===== config.mk =====
export PLATFORM = sky130hd
export DESIGN_NAME = mem_arbiter
export DESIGN_NICKNAME = d
export VERILOG_FILES = /design/src/rtl/mem_arbiter.sv
export SDC_FILE = /design/constraint.sdc
export NUM_CORES = 1
export LEC_CHECK = 0
export CORE_AREA = 2 2 192 194
export CTS_CLUSTER_SIZE = 14
export DETAILED_ROUTE_END_ITERATION = 12
export DIE_AREA = 0 0 194 196
export GPL_TIMING_DRIVEN = 0
export PLACE_DENSITY_LB_ADDON = 0.2
export SYNTH_ARGS = -nofsm -noshare
export SYNTH_HDL_FRONTEND = slang
export SYNTH_SLANG_ARGS = --single-unit

===== constraint.sdc =====
create_clock -name clk -period 9.4 [get_ports clk]
set_input_delay 1.88 -clock clk [delete_from_list [all_inputs] [get_ports clk]]
set_output_delay 1.88 -clock clk [all_outputs]
set_load 0.05 [all_outputs]

===== src/rtl/mem_arbiter.sv =====
// Round-robin arbiter sharing one 64-bit memory between instruction fetch and load/store.
// One access at a time: IDLE grant -> ACCESS for MEM_LAT cycles -> RESP one-cycle ack.
module mem_arbiter #(
   parameter int ADDR_W  = 64,
   parameter int MEM_LAT = 1
) (
   input  logic              clk,
   input  logic              reset,
   input  logic              if_req,
   input  logic [ADDR_W-1:0] if_addr,
   output logic [31:0]       if_rdata,
   output logic              if_ack,
   input  logic              d_req,
   input  logic              d_we,
   input  logic [ADDR_W-1:0] d_addr,
   input  logic [63:0]       d_wdata,
   output logic [63:0]       d_rdata,
   output logic              d_ack,
   output logic [ADDR_W-1:0] mem_addr,
   output logic [63:0]       mem_wdata,
   output logic              mem_wr,
   input  logic [63:0]       mem_rdata,
   output logic              busy,
   output logic              owner
);

   typedef enum logic [1:0] {
      IDLE   = 2'd0,
      ACCESS = 2'd1,
      RESP   = 2'd2
   } state_t;

   state_t            state_q, state_d;
   logic              owner_q, owner_d;
   logic              we_q, we_d;
   logic              sel_hi_q, sel_hi_d;
   logic [2:0]        lat_q, lat_d;
   logic [ADDR_W-1:0] mem_addr_q, mem_addr_d;
   logic [63:0]       mem_wdata_q, mem_wdata_d;
   logic              mem_wr_q, mem_wr_d;
   logic              if_ack_q, if_ack_d;
   logic              d_ack_q, d_ack_d;
   logic [31:0]       if_rdata_q, if_rdata_d;
   logic [63:0]       d_rdata_q, d_rdata_d;
   logic              grant_data_s;
   logic              if_addr_unused_s;

   // Fetch addresses are word-aligned; only bit 2 selects the instruction half.
   assign if_addr_unused_s = ^if_addr[1:0];

   always_comb begin
      state_d      = state_q;
      owner_d      = owner_q;
      we_d         = we_q;
      sel_hi_d     = sel_hi_q;
      lat_d        = lat_q;
      mem_addr_d   = mem_addr_q;
      mem_wdata_d  = mem_wdata_q;
      mem_wr_d     = 1'b0;
      if_ack_d     = 1'b0;
      d_ack_d      = 1'b0;
      if_rdata_d   = if_rdata_q;
      d_rdata_d    = d_rdata_q;
      grant_data_s = 1'b0;
      case (state_q)
         IDLE: begin
            if (if_req || d_req) begin
               // On a tie the port opposite to the last owner wins.
               grant_data_s = d_req && (!if_req || !owner_q);
               owner_d      = grant_data_s;
               we_d         = grant_data_s && d_we;
               mem_wr_d     = grant_data_s && d_we;
               lat_d        = 3'(MEM_LAT - 1);
               state_d      = ACCESS;
               if (grant_data_s) begin
                  mem_addr_d  = d_addr;
                  mem_wdata_d = d_wdata;
                  sel_hi_d    = 1'b0;
               end else begin
                  mem_addr_d  = {if_addr[ADDR_W-1:3], 3'b000};
                  mem_wdata_d = mem_wdata_q;
                  sel_hi_d    = if_addr[2];
               end
            end else begin
               state_d = IDLE;
            end
         end
         ACCESS: begin
            if (lat_q == 3'd0) begin
               state_d = RESP;
               if (owner_q) begin
                  d_ack_d = 1'b1;
                  if (!we_q) begin
                     d_rdata_d = mem_rdata;
                  end else begin
                     d_rdata_d = d_rdata_q;
                  end
               end else begin
                  if_ack_d   = 1'b1;
                  if_rdata_d = sel_hi_q ? mem_rdata[63:32] : mem_rdata[31:0];
               end
            end else begin
               lat_d = lat_q - 3'd1;
            end
         end
         RESP: begin
            state_d = IDLE;
         end
         default: begin
            state_d = IDLE;
         end
      endcase
   end

   always_ff @(posedge clk or posedge reset) begin
      if (reset) begin
         state_q     <= IDLE;
         owner_q     <= 1'b1;
         we_q        <= 1'b0;
         sel_hi_q    <= 1'b0;
         lat_q       <= 3'd0;
         mem_addr_q  <= '0;
         mem_wdata_q <= 64'd0;
         mem_wr_q    <= 1'b0;
         if_ack_q    <= 1'b0;
         d_ack_q     <= 1'b0;
         if_rdata_q  <= 32'd0;
         d_rdata_q   <= 64'd0;
      end else begin
         state_q     <= state_d;
         owner_q     <= owner_d;
         we_q        <= we_d;
         sel_hi_q    <= sel_hi_d;
         lat_q       <= lat_d;
         mem_addr_q  <= mem_addr_d;
         mem_wdata_q <= mem_wdata_d;
         mem_wr_q    <= mem_wr_d;
         if_ack_q    <= if_ack_d;
         d_ack_q     <= d_ack_d;
         if_rdata_q  <= if_rdata_d;
         d_rdata_q   <= d_rdata_d;
      end
   end

   assign if_rdata  = if_rdata_q;
   assign if_ack    = if_ack_q;
   assign d_rdata   = d_rdata_q;
   assign d_ack     = d_ack_q;
   assign mem_addr  = mem_addr_q;
   assign mem_wdata = mem_wdata_q;
   assign mem_wr    = mem_wr_q;
   assign busy      = (state_q != IDLE);
   assign owner     = owner_q;

endmodule


==> flow_summary.toml <==
[outcome]
status = "finished, final reports clean"

[critical_path]
timing.rr.start = "lat_q[0]"
worstPathMaxFanout = 6
rrSetupSlack_ns = 7.38
worstReg2RegEnd = "d_rdata[52]"
end_kind = "output pin"
r2r_cells = 8
setup.worst_path.class = "flip-flop to output pin"
crit_required_ns = 7.52
cp.arrival_ns = 2.14
start_kind = "flip-flop"

[logic_synthesis]
synth.distinct_cells = 30
synth_compound_area_share_pct = 2.343
synth_top_family_by_area = "multiplexers"
synth_edf_count = 0
synthArstFlopShare_pct = 100.0
synth_mux_area_share_pct = 34.48
synth_xor_area_share_pct = 0
syn_area_um2 = 10250
syn_nets = 914
synthFlopType = "dfrtp_1"
synthCells = 651
ys_seq_area_share_pct = 57.36
synth_seq_cells = 235
syn_area_per_cell_um2 = 15.75
synthAdderAreaFrac_pct = 0.2440
ys_warn_count = 0
synthSimpleGateAreaFrac_pct = 2.160

[placed_design]
place.detailed.hpwl_um = 24340
gp_congestion = 0.7684
io_buffers = 487
dp.cells = 1608

[sta]
min_period_ns = 4.022
maxSlewHeadroom_pct = 58.89
worst_pin_slew_ns = 0.6147
whs_ns = 0.4679
fin_crit_sh_pct = 42.78
rsz0062_at_grt = "no"
fmax_mhz = 248.7
clock-skew-final_ns = 0.008808
hold_violations = 0
setup_viol = 0
drv_slew = 0

[detailed_routing]
route.detailed.drc = 0
viasPerCell = 4.349
drt-pass1-iter-count = 5
wl_per_cell_um = 19.05
dr_total_vias = 7202
antenna_left = 0
drt-total-wl_um = 31550
drt_iter0_markers = 184

[hold_path]
min_from = "lat_q[0]"
holdPathEnd = "lat_q[0]"
hold_class = "flip-flop to flip-flop"
min_path_cells = 1

[floorplan]
die_area_um2 = 38020
std_cell_rows = 70
io_pins = 490
die_w_um = 194
die_h_um = 196
core-area_um2 = 36080
start_util_pct = 28.42

[clocking]
cts.path.max_buffers = 3
hold_buffers = 0
clockRootBuffer = "clkbuf_16"
cts_max_level = 1
clock_latency_ns = 0.53
cts_made_buffers = 28
clock-sinks = 235
clk_pin_slew_worst_paths_ns = 0.06
cts_resized = 0
tritoncts = "yes"
post-cts-setup-buffers = 0

[run]
maxCapViolCount = 0

[global_route]
antenna_found_initial = 1
grt_pass1_wl_um = 47020
grt_pass1_vias = 7600
grt_max_degree = 86
overflow = 0
grt_util_all_layers_pct = 15.93

[pwr]
power_density_nw_per_um2 = 419.5
power.leakage_nw = 7.089
vdd_drop_max_mv = 0.3041

[layout]
synthToLayoutAreaGrowth_pct = 62.64
drive_above_1_share_pct = 22.83
stdcell_count = 1656
fin_nets = 1433
==> how the worst max path moves through the flow <==
stage / from / endpoint / slack (ns) / depth (start not counted)
final: state_q[1] / busy / 5.38 / 3
after global routing: state_q[0] / busy / 5.26 / 3
after CTS: state_q[1] / busy / 5.30 / 3
after detailed placement: d_req / mem_wdata[55] / 5.62 / 6
after global placement: reset / d_rdata[52] / -2.69 / 2
after floorplan: reset / d_ack / 1.08 / 1
==> worst max-delay path, cell delays in order, from the launching register on <==
cell	delay, ns
dfrtp_1	0.38
or2_1	0.11
buf_2	0.23
clkdlybuf4s50_1	0.89
==> sequential cells by signal, indices dropped and copies added, names as in the netlist <==
| register | count |
|---|---|
| mem_addr | 64 |
| d_rdata | 64 |
| we_q | 1 |
| owner | 1 |
| sel_hi_q | 1 |
| mem_wdata | 64 |
| if_rdata | 32 |
| if_ack | 1 |
| state_q | 2 |
| lat_q | 3 |
| d_ack | 1 |
| mem_wr | 1 |
==> placed cells by master, fill, tap and decap left out, types with 10 or more instances in the layout <==
| cell | synthesis | layout |
|---|---|---|
| clkdlybuf4s50_1 | 0 | 487 |
| dfrtp_1 | 234 | 234 |
| mux2_4 | 104 | 104 |
| mux2_2 | 82 | 82 |
| mux2_1 | 64 | 64 |
| mux2i_1 | 33 | 33 |
| nor2_1 | 33 | 33 |
| a21oi_1 | 32 | 32 |
| clkbuf_16 | 0 | 29 |
| buf_6 | 19 | 19 |
| buf_2 | 10 | 10 |
==> report_power, final <==
part | switching [mW] | internal [mW] | total, mW
combinational | 2.57 | 1.59 | 4.16
sequential | 0.258 | 1.52 | 1.78
clock | 0.417 | 0.640 | 1.06
==> layout make-up <==
| cell class | instances | area, um^2 |
|---|---|---|
| multi-input cells | 372 | 4023 |
| clock buffers | 42 | 844.6 |
| well taps | 468 | 585.6 |
| flip-flops and latches | 235 | 5882 |
| plain buffers | 40 | 335.3 |
| diodes | 1 | 2.502 |
| clock inverters | 5 | 53.80 |
| inverters | 4 | 22.52 |
| repair buffers | 489 | 4930 |
| fillers | 3324 | 19410 |
==> stage by stage <==
| step | power (mW) | cell area (um^2) | util, % | TNS [ns] | setup WS [ns] |
|---|---|---|---|---|---|
| after detailed placement | 5.996 | 15780 | 43.72 | 0 | 5.622 |
| after global placement | 5.966 | 15720 | 43.55 | -626.00 | -2.692 |
| after floorplan | 4.532 | 10250 | - | 0 | 1.075 |
| final | 6.997 | 16680 | 46.22 | 0 | 5.378 |
| after CTS | 7.092 | 16680 | 46.21 | 0 | 5.295 |
| after global routing | 7.299 | 16680 | 46.22 | 0 | 5.260 |
==> Yosys cell counts, types with 3 or more instances <==
cell type,instances,area share [%]
mux2i_1,33,3.2
nor2_1,33,1.2
mux2_4,104,15
a21oi_1,32,1.6
mux2_2,82,9.0
clkbuf_1,3,0.11
inv_1,4,0.15
a22o_1,4,0.34
buf_4,8,0.59
o21ai_0,3,0.15
buf_6,19,2.1
mux2_1,64,7.0
buf_2,10,0.49
dfrtp_1,234,57
==> metal layers <==
metal / GRT usage, % / vias up / routed length [um]
li1: - / 3356 / -
met1: 19.46 / 3533 / 12630
met2: 27.61 / 273 / 15950
met3: 4.504 / 40 / 2214
met4: 4.237 / 0 / 757
met5: 0 / - / 0
==> logic make-up after synthesis <==
logic type / after synthesis
compound gates: 43
mux: 283
buf+inv: 44
flops: 235
simple gates: 44
fa+ha+maj: 2
No activity file was read; power rests on OpenSTA's default activity.
